**src/rtl/filter_pkg.sv**
```systemverilog
// Shared constants and helpers for the filter sample FIFO slice.
package filter_pkg;
   localparam int WIDTH_DEF  = 16;
   localparam int SETTLE_DEF = 3;

   // Unsigned subtract that clamps at zero instead of wrapping.
   function automatic logic [31:0] sat_sub(input logic [31:0] a, input logic [31:0] b);
      return (a >= b) ? (a - b) : 32'd0;
   endfunction

   // One extra pointer bit distinguishes full from empty.
   function automatic int ptr_w(input int depth);
      return $clog2(depth) + 1;
   endfunction
endpackage

```
**src/rtl/filter_sample_fifo_if.sv**
```systemverilog
// Valid/ready read port carrying the FIFO head word to host-side logic.
interface filter_sample_fifo_if #(parameter int WIDTH = 16);
   logic [WIDTH-1:0] out_data;
   logic             out_valid;
   logic             out_ready;

   modport master (output out_data, output out_valid, input out_ready);
   modport slave  (input out_data, input out_valid, output out_ready);
endinterface

```
**src/rtl/sample_fifo.sv**
```systemverilog
// Sample FIFO: storage, wrap-around pointers, fill level and sticky overflow.
module sample_fifo
   import filter_pkg::*;
#(
   parameter int WIDTH = WIDTH_DEF,
   parameter int DEPTH = 16
) (
   input  logic                     clk,
   input  logic                     rst_n,
   input  logic                     push,
   input  logic [WIDTH-1:0]         push_data,
   input  logic                     pop_req,
   output logic [WIDTH-1:0]         rd_data,
   output logic                     rd_valid,
   output logic [$clog2(DEPTH):0]   fill,
   output logic                     ovf,
   input  logic                     ovf_clr
);
   localparam int PW = ptr_w(DEPTH);
   localparam int AW = $clog2(DEPTH);

   logic [WIDTH-1:0] mem [DEPTH];
   logic [PW-1:0]    wr_ptr;
   logic [PW-1:0]    rd_ptr;
   logic             full;
   logic             empty;
   logic             pop;
   logic             wr_en;

   assign fill     = wr_ptr - rd_ptr;
   assign full     = (fill == PW'(DEPTH));
   assign empty    = (fill == '0);
   assign pop      = pop_req && !empty;
   // A pop in the same cycle frees the slot, so a push into a full FIFO still lands.
   assign wr_en    = push && (!full || pop);
   assign rd_valid = !empty;
   assign rd_data  = mem[rd_ptr[AW-1:0]];

   always_ff @(posedge clk or negedge rst_n) begin
      if (!rst_n) begin
         wr_ptr <= '0;
         rd_ptr <= '0;
         ovf    <= 1'b0;
         for (int i = 0; i < DEPTH; i++) mem[i] <= '0;
      end else begin
         if (wr_en) begin
            mem[wr_ptr[AW-1:0]] <= push_data;
            wr_ptr              <= wr_ptr + 1'b1;
         end
         if (pop) rd_ptr <= rd_ptr + 1'b1;
         if (push && full && !pop) ovf <= 1'b1;
         else if (ovf_clr)         ovf <= 1'b0;
      end
   end
endmodule

```
**src/rtl/filter_sample_fifo.sv**
```systemverilog
// Captures sinc3 decimator words on word_clk edges, drops the settling transient,
// offset-corrects with zero clamp and buffers in a FIFO. FILTER_SAMPLE_AVG_EN adds 4-word averaging.
module filter_sample_fifo
   import filter_pkg::*;
#(
   parameter int WIDTH  = WIDTH_DEF,
   parameter int DEPTH  = 16,
   parameter int SETTLE = SETTLE_DEF
) (
   input  logic                     clk,
   input  logic                     rst_n,
   input  logic                     word_clk,
   input  logic [WIDTH-1:0]         data_in,
   input  logic [WIDTH-1:0]         offset,
   filter_sample_fifo_if.master     rd,
   output logic [$clog2(DEPTH):0]   fill,
   output logic                     ovf,
   input  logic                     ovf_clr
);
   localparam int SW = (SETTLE < 1) ? 1 : $clog2(SETTLE + 1);

   logic             sync1, sync2, sync3;
   logic             cap_pulse;
   logic [WIDTH-1:0] corr;
   logic [WIDTH-1:0] cap_reg;
   logic             cap_vld;
   logic [SW-1:0]    settle_cnt;
   logic             settled;
   logic             accept;
   logic             push;
   logic [WIDTH-1:0] push_data;

   assign cap_pulse = sync2 & ~sync3;
   assign corr      = WIDTH'(sat_sub(32'(data_in), 32'(offset)));
   assign settled   = (settle_cnt >= SW'(SETTLE));
   assign accept    = cap_vld && settled;

   always_ff @(posedge clk or negedge rst_n) begin
      if (!rst_n) begin
         sync1      <= 1'b0;
         sync2      <= 1'b0;
         sync3      <= 1'b0;
         cap_reg    <= '0;
         cap_vld    <= 1'b0;
         settle_cnt <= '0;
      end else begin
         sync1   <= word_clk;
         sync2   <= sync1;
         sync3   <= sync2;
         cap_vld <= cap_pulse;
         if (cap_pulse) cap_reg <= corr;
         if (cap_vld && !settled) settle_cnt <= settle_cnt + 1'b1;
      end
   end

`ifdef FILTER_SAMPLE_AVG_EN
   logic [WIDTH+1:0] acc;
   logic [WIDTH+1:0] sum;
   logic [1:0]       phase;

   // Fourth word is folded in combinationally so the push keeps the plain-path latency.
   assign sum       = acc + {2'b00, cap_reg};
   assign push      = accept && (phase == 2'd3);
   assign push_data = sum[WIDTH+1:2];

   always_ff @(posedge clk or negedge rst_n) begin
      if (!rst_n) begin
         acc   <= '0;
         phase <= 2'd0;
      end else if (accept) begin
         phase <= phase + 2'd1;
         acc   <= (phase == 2'd3) ? '0 : sum;
      end
   end
`else
   assign push      = accept;
   assign push_data = cap_reg;
`endif

   sample_fifo #(.WIDTH(WIDTH), .DEPTH(DEPTH)) u_fifo (
      .clk       (clk),
      .rst_n     (rst_n),
      .push      (push),
      .push_data (push_data),
      .pop_req   (rd.out_ready),
      .rd_data   (rd.out_data),
      .rd_valid  (rd.out_valid),
      .fill      (fill),
      .ovf       (ovf),
      .ovf_clr   (ovf_clr)
   );
endmodule
```
**src/flat_wrapper.sv**
```systemverilog
// flat-port wrapper written by rule: the top's interface ports become plain ports
module filter_sample_fifo_flat import filter_pkg::*;
#(
   parameter int WIDTH  = WIDTH_DEF,
   parameter int DEPTH  = 16,
   parameter int SETTLE = SETTLE_DEF
)
  (clk, rst_n, word_clk, data_in, offset, fill, ovf, ovf_clr, rd_out_data, rd_out_valid, rd_out_ready);
  filter_sample_fifo_if #(.WIDTH(WIDTH)) rd_i ();
  input  logic clk;
  input  logic rst_n;
  input  logic word_clk;
  input  logic [WIDTH-1:0] data_in;
  input  logic [WIDTH-1:0] offset;
  output logic [$clog2(DEPTH):0] fill;
  output logic ovf;
  input  logic ovf_clr;
  output wire logic [$bits(rd_i.out_data)-1:0] rd_out_data;
  output wire logic [$bits(rd_i.out_valid)-1:0] rd_out_valid;
  input wire logic [$bits(rd_i.out_ready)-1:0] rd_out_ready;
  assign rd_out_data = rd_i.out_data;
  assign rd_out_valid = rd_i.out_valid;
  assign rd_i.out_ready = rd_out_ready;
  filter_sample_fifo #(.WIDTH(WIDTH), .DEPTH(DEPTH), .SETTLE(SETTLE)) u_core (.clk(clk), .rst_n(rst_n), .word_clk(word_clk), .data_in(data_in), .offset(offset), .rd(rd_i), .fill(fill), .ovf(ovf), .ovf_clr(ovf_clr));
endmodule
```
**config.mk**
```make
export PLATFORM = sky130hd
export DESIGN_NAME = filter_sample_fifo_flat
export DESIGN_NICKNAME = d
export VERILOG_FILES = /design/src/rtl/filter_pkg.sv /design/src/rtl/filter_sample_fifo_if.sv /design/src/rtl/sample_fifo.sv /design/src/rtl/filter_sample_fifo.sv /design/src/flat_wrapper.sv
export SDC_FILE = /design/constraint.sdc
export NUM_CORES = 1
export LEC_CHECK = 0
export BUFFER_PORTS_ARGS = -buffer_cell sky130_fd_sc_hd__clkbuf_2
export CAP_MARGIN = 40
export CORE_MARGIN = 10
export CORE_UTILIZATION = 55
export DETAILED_ROUTE_END_ITERATION = 16
export PLACE_DENSITY = 0.72
export SLEW_MARGIN = 20
export SYNTH_ARGS = -nofsm -noshare
export SYNTH_HDL_FRONTEND = slang
export SYNTH_SLANG_ARGS = --single-unit
export TNS_END_PERCENT = 1
```
**constraint.sdc**
```tcl
create_clock -name clk -period 8.6 [get_ports clk]
set_input_delay 1.29 -clock clk [delete_from_list [all_inputs] [get_ports clk]]
set_output_delay 1.29 -clock clk [all_outputs]
set_load 0.01 [all_outputs]
```
Word level (Yosys, flattened, before mapping)
Index checks and enable logic that the tools add are counted.
{ "word_totals": {"regBits": 289, "in_bits": 37, "output_inout_bits": 23} }
{ "op_classes": {"add_sub_neg": 5, "magnitude_cmp": 5, "n_eq_ne": 1, "n_mux": 9, "n_bitwise": 4, "n_reduce_logical": 14} }
{ "ops": {"columns": ["op", "count"], "rows": [
  ["$bwmux 256", 1],
  ["$bmux 16 s4", 1],
  ["$demux 16 s4", 1],
  ["$mux 16", 4],
  ["$ge 16x16->1", 1],
  ["$sub 16x16->16", 1],
  ["$add 5x1->5 const B", 2],
  ["$ge 5x5->1 const B", 2],
  ["$not 4->5", 2],
  ["$logic_and 1x1->1", 7],
  ["$eq 5x5->1 const B", 1],
  ["$logic_not 5->1", 1],
  ["$lt 5x1->1 const B", 1],
  ["$sub 5x5->5", 1],
  ["$logic_not 1->1", 4],
  ["$add 2x1->2 const B", 1],
  ["$ge 2x2->1 const B", 1],
  ["$mux 1", 2],
  ["$reduce_bool 2->1", 1],
  ["$and 1x1->1", 1],
  ["$logic_or 1x1->1", 1],
  ["$not 1->1", 1]
]} }

Logic depth before layout (Yosys ltp)
Gate-level depths: netlist (run 1).
{ "depth": {"depth_word": 7, "ltp_mapped": 12, "ltp_nobuf": 10} }

Hierarchy
From an unflattened synthesis (run 1), not the netlist that was laid out.
{ "unflattened": {"cells_unflattened": 932, "hier_area_um2": 14300.0} }
{ "by_module_without_submodules": {"columns": ["module", "instances", "cells_per_inst", "area_per_inst_um2", "seq_area_each_um2"], "rows": [
  ["sample_fifo", 1, 742, 12563.3, 6681.4],
  ["filter_sample_fifo", 1, 190, 1736.7, 550.5]
]} }

Least setup slack after synthesis (run 1)
No wires, ideal clock.
{ "synth_path": {"kind": "flip-flop to output port", "from": "reg u_core.u_fifo.rd_ptr[1]", "to": "out rd_out_valid", "arrival_ns": 2.478, "slack_ns": 4.832, "stages_incl_launch_ff": 9, "n_path_buf": 2, "path_cell_list": "dfrtp_1 > clkbuf_1 > buf_1 > inv_1 > ha_1 > nor2b_4 > o21a_1 > or3_4 > a221o_2"} }
{ "synth_via": {"elab_chain_cells": 3} }
{ "synth_rtl": {"columns": ["item", "line_no", "source"], "rows": [
  ["from (decl)", "sample_fifo.sv:24", "logic [PW-1:0] rd_ptr;"],
  ["from (signal assigned)", "sample_fifo.sv:50", "if (pop) rd_ptr <= rd_ptr + 1'b1;"],
  ["$sub 5x5->5", "sample_fifo.sv:30", "assign fill = wr_ptr - rd_ptr;"],
  ["$logic_not 5->1", "sample_fifo.sv:32", "assign empty = (fill == '0);"],
  ["$logic_not 1->1", "sample_fifo.sv:36", "assign rd_valid = !empty;"],
  ["to (decl)", "flat_wrapper.sv:19", "output wire logic [$bits(rd_i.out_valid)-1:0] rd_out_valid;"]
]} }
Every way passes these cells.

Worst setup path in the final report (run 1)
{ "layout_path": {"from": "reg u_core.u_fifo.rd_ptr[0]", "to": "out rd_out_data[15]"} }
{ "layout_via": {"elab_chain_cells": 4} }
{ "layout_rtl": {"columns": ["item", "line_no", "source"], "rows": [
  ["$not 4->5 (implied by the code)", "sample_fifo.sv:37", "assign rd_data = mem[rd_ptr[AW-1:0]];"],
  ["$bmux 16 s4", "sample_fifo.sv:37", null],
  ["$mux 16 (implied by the code) (2 in series)", "sample_fifo.sv:37", null],
  ["to (decl)", "flat_wrapper.sv:18", "output wire logic [$bits(rd_i.out_data)-1:0] rd_out_data;"]
]} }
Every way passes these cells. The select of a mux whose other input is x is not followed.

==> impl_metrics.ini, run 1 <==
[worst_setup_path]
reg2regPathDepth = 10
wp_data_required_ns = 7.31
endpoint = rd_out_data[15]
timing.critical_path.depth = 5
critical_path.startpoint_type = flip-flop
critical_path_buf_inv_count = 3
worst_path_most_repeated_cell = mux4_2
path_cells = buf_4 > buf_16 > mux4_2 > mux4_2 > clkbuf_2
critPathTopFamily = multiplexers
timing.critical_path.slowest_cell_delay_ns = 0.74
cp-end-kind = primary output
timing.rr.end = u_core.u_fifo.mem[105]$_DFFE_PN0P_
path_class = flip-flop to primary output
critical_path.slowest_cell = dfrtp_4
critPathArrivalTime_ns = 3.21
worst-path-max-fanout = 32
crit-reg2reg-launch = u_core.u_fifo.rd_ptr[0]$_DFFE_PN0P_
r2r_slack_ns = 4.90
cp-startpoint = u_core.u_fifo.rd_ptr[0]$_DFFE_PN0P_

[pwr]
p_leak_nw = 7.84
clock_power_share = 0.315
switchingPower_w = 0.00132
switching_share = 0.311
powerDensity_nw_per_um2 = 254
p_comb_frac = 0.284
pwr-share-seq = 0.401
maximum_vdd_drop_mv = 0.162
power.internal_w = 0.00293

[die]
dieArea_um2 = 34000
dieWidth_um = 184
die_h_um = 184
effective_utilization_at_floorplan = 0.555
core_area_um2 = 26800
pin_count = 60
placement_rows = 60

[synthesis]
post-synth-top-area-cell = dfrtp_1
postSynth.topFlopCell = dfrtp_1
mapped_cells = 945
synth_enable_flop_cells = 0
synth_net_count = 1010
post_synth_main_area_contributors = dfrtp_1, mux2_4, mux4_2
yosys.cell_types.count = 56
ys_seq_area_frac = 0.486
yosysWarnings = 0
syn-mean-instance-area_um2 = 15.7
synth_most_common_cell = dfrtp_1
netlist.area_leader.share = 0.486
asyncSetResetFlopFracSynth = 1.00
synth-seq-cells = 289
netlist_top_cells_count = dfrtp_1, mux2_4, mux2_2
syn-cell-area_um2 = 14900

[finish]
num_antenna_cells = 0
number_of_flip_flops_under_the_largest_register_name = 256
drive_above_1_share = 0.488
finalNetCount = 1066
ff_latch_area_um2 = 7240
fillers = 1926
area_growth_pct = 12.9
multiInputGateArea_um2 = 7080
utilization = 0.626

[drt]
post_drt_wl_per_cell_um = 24.2
postRouteWirelength_mm = 33.0
drt_first_iter_violations = 579
detailroute.via_count = 8148
dr.pass1.iters = 4
remaining_drc_errors = 0
antenna_violating_nets_post_route = 0
drt-vias-per-instance = 5.97

[clocking]
worst_skew_pair.late_latency_ns = 0.54
cts_made_buffers = 30
clockBufferDepth = 3
path_clk_slew_ns = 0.06
cts_tree = built
post_cts.resized_instances = 0
cts_setup_buffers = 0
clock_sinks = 289
cts_hold_buf = 0
h-tree-depth = 1
cts_root_buf = clkbuf_16

[global_routing]
number_of_global_route_vias_before_repair = 8869
grt.busiest_layer = met2
groute.layer.met3.usage = 0.0250
grt_use_total = 0.199
grt_pass1_wl_mm = 52.6
number_of_antenna_violations_at_the_first_check_in_global_routing = 0
met2_usage = 0.320
use_met1 = 0.280
globalRouteOverflowTotal = 0
grt_start_max_net_pins = 153

[place]
dpl.hpwl_mm = 20.8
gp_congestion = 0.837
port_buffers = 59

[timing]
timing.final.crit_period_ns = 4.50
timing.final.setup_violations = 0
hold_viol = 0
slew_violations = 0
min_period_over_period = 0.523
fin_worst_skew_ns = 0.00706
fin_hold_ws_ns = 0.347
tightestPinTransition_ns = 0.860
fmax_mhz = 222
rsz0062_at_grt = false
totalNegativeSetupSlack_ns = 0
max_slew_margin = 0.427

[status]
result_of_the_run = finished, final reports clean

[job]
cap_violations = 0

[worst_hold_path]
min-delay-path-class = flip-flop to flip-flop
## metal layers
| metal | wire, um | share of wire |
|---|---|---|
| met5 | 0 | 0 |
| met4 | 739 | 0.022 |
| met3 | 1350 | 0.041 |
| met2 | 15700 | 0.48 |
| met1 | 15200 | 0.46 |
## final cells by class
class                           instances  area share
Sequential cell                       289       0.431
Multi-Input combinational cell        564       0.422
Clock buffer                           44      0.0539
Timing Repair Buffer                   84      0.0525
Tap cell                              341      0.0254
Clock inverter                         10     0.00798
Inverter                               32     0.00716
## power groups by stage
stage                     registers, W  clock network (W)  logic, W
after detailed placement       0.00173                  0   0.00120
after global placement         0.00173                  0   0.00113
after CTS                      0.00171            0.00137   0.00121
after global routing           0.00174            0.00144   0.00130
final                          0.00171            0.00134   0.00121
after floorplan                0.00162                  0  0.000973
## cells by family (layout without fill, tap and decap cells)
kind of cell    count (synthesis)  count (layout)  synth area share
mux                           340             340             0.358
flops                         289             289             0.486
buf+inv                        92             170            0.0382
simple gates                   90              90            0.0294
compound gates                 87              87            0.0519
fa+ha+maj                      28              28            0.0246
xor+xnor                       19              19            0.0112
## how the worst min path moves through the flow
stage	endpoint	start	slack, ns	cells after the start
global route	u_core.sync2$_DFF_PN0_	u_core.sync1$_DFF_PN0_	0.36	0
floorplan	u_core.sync2$_DFF_PN0_	u_core.sync1$_DFF_PN0_	0.33	0
finish	u_core.sync2$_DFF_PN0_	u_core.sync1$_DFF_PN0_	0.35	0
detailed placement	u_core.sync2$_DFF_PN0_	u_core.sync1$_DFF_PN0_	0.33	0
global placement	u_core.sync2$_DFF_PN0_	u_core.sync1$_DFF_PN0_	0.34	0
CTS	u_core.sync2$_DFF_PN0_	u_core.sync1$_DFF_PN0_	0.35	0
## stage by stage
stage          std cells  instance area (um^2)  power [W]  setup WS [ns]
5_1_grt             1364                 16800    0.00448           3.91
4_1_cts             1362                 16700    0.00429           3.81
2_1_floorplan        945                 14900    0.00259           4.83
6_report            1364                 16800    0.00426           4.10
3_5_place_dp        1308                 15700    0.00293           4.40
3_3_place_gp        1290                 15200    0.00286           4.44
## cell usage in the layout (no fill, tap or decap), types with 10 or more instances in the layout
master       n
a21oi_1     14
a21oi_4     17
a22o_1      12
buf_16      18
clkbuf_16   31
clkbuf_2    58
dfrtp_1    287
ha_1        26
inv_1       31
mux2_2     100
mux2_4     159
mux4_2      80
nand2_1     34
nor2_1      18
xnor2_1     10
Note: power is estimated with default switching activity, not from simulation.
==> run 2, diff against run 1 <==
--- a/config.mk
+++ b/config.mk
@@ -10,7 +10,7 @@
 export CORE_MARGIN = 10
 export CORE_UTILIZATION = 55
 export DETAILED_ROUTE_END_ITERATION = 16
-export PLACE_DENSITY = 0.72
+export PLACE_DENSITY = 0.75
 export SLEW_MARGIN = 20
 export SYNTH_ARGS = -nofsm -noshare
 export SYNTH_HDL_FRONTEND = slang
==> constraint.sdc (replaced) <==
create_clock -name clk -period 3.7 [get_ports clk]
set_input_delay 0.555 -clock clk [delete_from_list [all_inputs] [get_ports clk]]
set_output_delay 0.555 -clock clk [all_outputs]
set_load 0.01 [all_outputs]
==> run 2 against run 1 <==
Against the previous run: register-to-register slack worse by 4.3 ns; final area down 1.6%; setup slack worse by 3.8 ns; sequential share of layout area up 0.69 points; wire length down 3.3%; critical path type unchanged; critical endpoint is now rd_out_valid; largest cell class unchanged; largest power group unchanged.
==> impl_metrics.ini, run 2 (same netlist as run 1, synthesis figures left out) <==
[status]
result_of_the_run = finished, final reports clean

[timing]
rsz0062_at_grt = false
max_slew_margin = 0.389
fmax_mhz = 299
fin_worst_skew_ns = 0.0114
timing.final.crit_period_ns = 3.35
hold_viol = 0
timing.final.setup_violations = 0
totalNegativeSetupSlack_ns = 0
fin_hold_ws_ns = 0.0561
tightestPinTransition_ns = 0.916
slew_violations = 0
min_period_over_period = 0.905

[finish]
utilization = 0.616
final_cell_count_no_fill = 1370
highest_count_cells_in_the_layout_ignoring_fill_and_taps = dfrtp_1, mux2_4, mux2_2
finalNetCount = 1071
drive_above_1_share = 0.482
mostFrequentLayoutCell = dfrtp_1
area_growth_pct = 11.1
number_of_flip_flops_under_the_largest_register_name = 256
num_antenna_cells = 0

[place]
dp_cells = 1314
gp_congestion = 0.870
dpl.hpwl_mm = 20.7
port_buffers = 59

[drt]
remaining_drc_errors = 0
antenna_violating_nets_post_route = 0
detailroute.via_count = 8226
post_drt_wl_per_cell_um = 23.3
drt_first_iter_violations = 576
dr.pass1.iters = 5
drt-vias-per-instance = 6.00
postRouteWirelength_mm = 31.9

[clocking]
cts_hold_buf = 0
cts_setup_buffers = 0
clockBufferDepth = 3
post_cts.resized_instances = 0
path_clk_slew_ns = 0.06
cts_made_buffers = 31
cts_tree = built
h-tree-depth = 1
cts_root_buf = clkbuf_16
worst_skew_pair.late_latency_ns = 0.55
clock_sinks = 289

[global_routing]
grt_pass1_wl_mm = 52.1
globalRouteOverflowTotal = 0
number_of_global_route_vias_before_repair = 8941
number_of_antenna_violations_at_the_first_check_in_global_routing = 0
grt_start_max_net_pins = 121
grt_use_total = 0.193

[worst_setup_path]
wp_data_required_ns = 3.14
critical_path.startpoint_type = flip-flop
r2r_slack_ns = 0.58
critPathArrivalTime_ns = 2.79
worst-path-max-fanout = 5
timing.critical_path.slowest_cell_delay_ns = 0.42
critical_path_buf_inv_count = 2
cp-end-kind = primary output
critPathTopFamily = adder cells
critical_path.slowest_cell = fa_1
path_class = flip-flop to primary output
path_cells = inv_1 > ha_1 > fa_1 > xnor2_1 > or3_1 > a221o_2 > clkbuf_2

[die]
effective_utilization_at_floorplan = 0.555
placement_rows = 60
die_h_um = 184
dieWidth_um = 184
core_area_um2 = 26800
pin_count = 60
dieArea_um2 = 34000

[worst_hold_path]
min-delay-path-class = input port to asynchronous set/reset pin

[pwr]
maximum_vdd_drop_mv = 0.497
finalPower_w = 0.00977
powerDensity_nw_per_um2 = 591
p_leak_nw = 7.75

[job]
cap_violations = 0
==> run 2: power by group <==
| group | total [W] | switching, W | internal, W | leakage, nW |
|---|---|---|---|---|
| Clock | 0.00299 | 0.00121 | 0.00178 | 0.479 |
| Combinational | 0.00284 | 0.00149 | 0.00135 | 3.30 |
| Sequential | 0.00393 | 0.000405 | 0.00353 | 3.96 |
| Total | 0.00977 | 0.00310 | 0.00666 | 7.75 |
==> run 2: layer usage <==
metal  GRT usage  routed length (um)  up-vias
met5           0                   0        -
met3      0.0232                1370       44
met2       0.294               14500      195
met1       0.288               15400     4360
li1            -                   -     3627
met4      0.0452                 618        0
==> run 2: cell type report <==
cell class,count,area [um^2]
clock buffers,50,897
multi-input cells,564,7080
inverters,32,120
clock inverters,6,83.8
repair buffers,88,673
fillers,1936,10300
flip-flops and latches,289,7240
well taps,341,427
==> run 2: through the flow <==
stage	cell area [um^2]	setup slack, ns
after CTS	16500	0.300
after global routing	16500	0.206
after floorplan	14900	0.567
after detailed placement	15500	0.583
after global placement	15500	0.638
final	16500	0.352
==> run 2: worst paths after layout <==
| kind | start | cells past startpoint | to |
|---|---|---|---|
| max | u_core.u_fifo.wr_ptr[0]$_DFFE_PN0P_ | 7 | rd_out_valid |
| min | rst_n | 1 | u_core.u_fifo.rd_ptr[3]$_DFFE_PN0P_ |
| max reg2reg | u_core.u_fifo.wr_ptr[0]$_DFFE_PN0P_ | 10 | u_core.u_fifo.mem[93]$_DFFE_PN0P_ |
| min reg2reg | u_core.sync1$_DFF_PN0_ | 0 | u_core.sync2$_DFF_PN0_ |
| max in group asynchronous | rst_n | 2 | u_core.u_fifo.mem[249]$_DFFE_PN0P_ |
| min in group clk | word_clk | 1 | u_core.sync1$_DFF_PN0_ |
==> run 3, diff against run 2 <==
--- a/config.mk
+++ b/config.mk
@@ -8,9 +8,9 @@
 export BUFFER_PORTS_ARGS = -buffer_cell sky130_fd_sc_hd__clkbuf_2
 export CAP_MARGIN = 40
 export CORE_MARGIN = 10
-export CORE_UTILIZATION = 55
+export CORE_UTILIZATION = 56
 export DETAILED_ROUTE_END_ITERATION = 16
-export PLACE_DENSITY = 0.75
+export PLACE_DENSITY = 0.76
 export SLEW_MARGIN = 20
 export SYNTH_ARGS = -nofsm -noshare
 export SYNTH_HDL_FRONTEND = slang
==> run 3 against run 2 <==
Against the previous run: sequential share of layout area decreased by 0.15 points; worst hold slack got worse by 0.013 ns; largest power group unchanged; cell count fell by 0.66%; register-to-register slack about the same; global-route usage barely moved; sequential cell count unchanged; total power up 0.77%; first-iteration DRC count is 4.2% higher.
==> impl_metrics.ini, run 3 (same netlist as run 1, synthesis figures left out) <==
[global_routing]
grt_start_max_net_pins = 108
number_of_global_route_vias_before_repair = 8784
number_of_antenna_violations_at_the_first_check_in_global_routing = 0
grt_use_total = 0.193
grt_pass1_wl_mm = 51.6
globalRouteOverflowTotal = 0

[drt]
remaining_drc_errors = 0
post_drt_wl_per_cell_um = 23.5
drt_first_iter_violations = 600
dr.pass1.iters = 5
antenna_violating_nets_post_route = 0
drt-vias-per-instance = 6.02
postRouteWirelength_mm = 31.9
detailroute.via_count = 8195

[finish]
area_growth_pct = 11.5
number_of_flip_flops_under_the_largest_register_name = 256
highest_count_cells_in_the_layout_ignoring_fill_and_taps = dfrtp_1, mux2_4, mux2_2
mostFrequentLayoutCell = dfrtp_1
drive_above_1_share = 0.485
finalNetCount = 1070
num_antenna_cells = 0

[pwr]
p_leak_nw = 7.77
finalPower_w = 0.00984
maximum_vdd_drop_mv = 0.941
powerDensity_nw_per_um2 = 594

[die]
placement_rows = 59
pin_count = 60
die_h_um = 183
core_area_um2 = 26100
dieWidth_um = 183
dieArea_um2 = 33500
effective_utilization_at_floorplan = 0.570

[clocking]
post_cts.resized_instances = 0
cts_hold_buf = 0
h-tree-depth = 1
worst_skew_pair.late_latency_ns = 0.55
clock_sinks = 289
path_clk_slew_ns = 0.06
cts_setup_buffers = 0
clockBufferDepth = 3
cts_made_buffers = 30
cts_root_buf = clkbuf_16
cts_tree = built

[timing]
slew_violations = 0
hold_viol = 0
totalNegativeSetupSlack_ns = 0
timing.final.setup_violations = 0
timing.final.crit_period_ns = 3.37
fin_worst_skew_ns = 0.0126
fmax_mhz = 297
min_period_over_period = 0.911
rsz0062_at_grt = false
max_slew_margin = 0.407
fin_hold_ws_ns = 0.0435
tightestPinTransition_ns = 0.890

[place]
dpl.hpwl_mm = 20.1
port_buffers = 59
gp_congestion = 0.851

[worst_setup_path]
reg2regPathDepth = 11
critPathArrivalTime_ns = 2.82
worst-path-max-fanout = 5
path_class = flip-flop to primary output
wp_data_required_ns = 3.14
cp-end-kind = primary output
critical_path.startpoint_type = flip-flop

[job]
cap_violations = 0

[status]
result_of_the_run = finished, final reports clean

[worst_hold_path]
min-delay-path-class = input port to asynchronous set/reset pin
-- run 3: changes by cell type in the layout (fill, tap and decap cells not counted), sizes merged --
cell    delta
clkbuf     -4
bufinv     +1
-- run 3: critical path, cell delays in order, from the launching register on --
cell      delay (ns)
dfrtp_1         0.39
inv_1           0.11
ha_1            0.26
fa_1            0.42
xnor2_1         0.17
or3_1           0.37
a221o_2         0.38
clkbuf_2        0.15
-- run 3: layout make-up --
type                    count  area, um^2
well taps                 335         419
clock inverters             7         114
clock buffers              46         892
inverters                  32         120
fillers                  1842        9490
repair buffers             88         711
multi-input cells         564        7080
flip-flops and latches    289        7240
-- run 3: per-layer routing --
layer  share of wire  wire length (um)  up-vias  track usage
met5               0                 0        -            0
met2            0.47             15000      199        0.302
li1                -                 -     3621            -
met1            0.46             14600     4328        0.271
met3           0.051              1620       47       0.0384
met4           0.023               720        0       0.0507
-- run 3: power breakdown --
part	total (W)	leakage (nW)	internal, W	switching, W
combinational	0.00286	3.31	0.00137	0.00149
clock	0.00307	0.494	0.00185	0.00121
sequential	0.00392	3.96	0.00353	0.000386
-- run 3: stage by stage --
| stage | worst slack (ns) | std cells | area [um^2] | util |
|---|---|---|---|---|
| 2_1_floorplan | 0.567 | 945 | 14900 | - |
| 3_3_place_gp | 0.628 | 1308 | 15600 | 0.597 |
| 3_5_place_dp | 0.582 | 1308 | 15600 | 0.597 |
| 4_1_cts | 0.307 | 1361 | 16600 | 0.636 |
| 5_1_grt | 0.223 | 1361 | 16600 | 0.636 |
| 6_report | 0.328 | 1361 | 16600 | 0.636 |
-- run 3: path summary, 6_finish.rpt --
path	end	from	slack, ns
min in group clk	u_core.sync1$_DFF_PN0_	word_clk	0.11
min	u_core.u_fifo.mem[73]$_DFFE_PN0P_	rst_n	0.04
max	rd_out_valid	u_core.u_fifo.wr_ptr[0]$_DFFE_PN0P_	0.33
max reg2reg	u_core.u_fifo.mem[95]$_DFFE_PN0P_	u_core.u_fifo.wr_ptr[0]$_DFFE_PN0P_	0.57
min reg2reg	u_core.sync2$_DFF_PN0_	u_core.sync1$_DFF_PN0_	0.35
max in group asynchronous	u_core.cap_reg[15]$_DFFE_PN0P_	rst_n	2.69
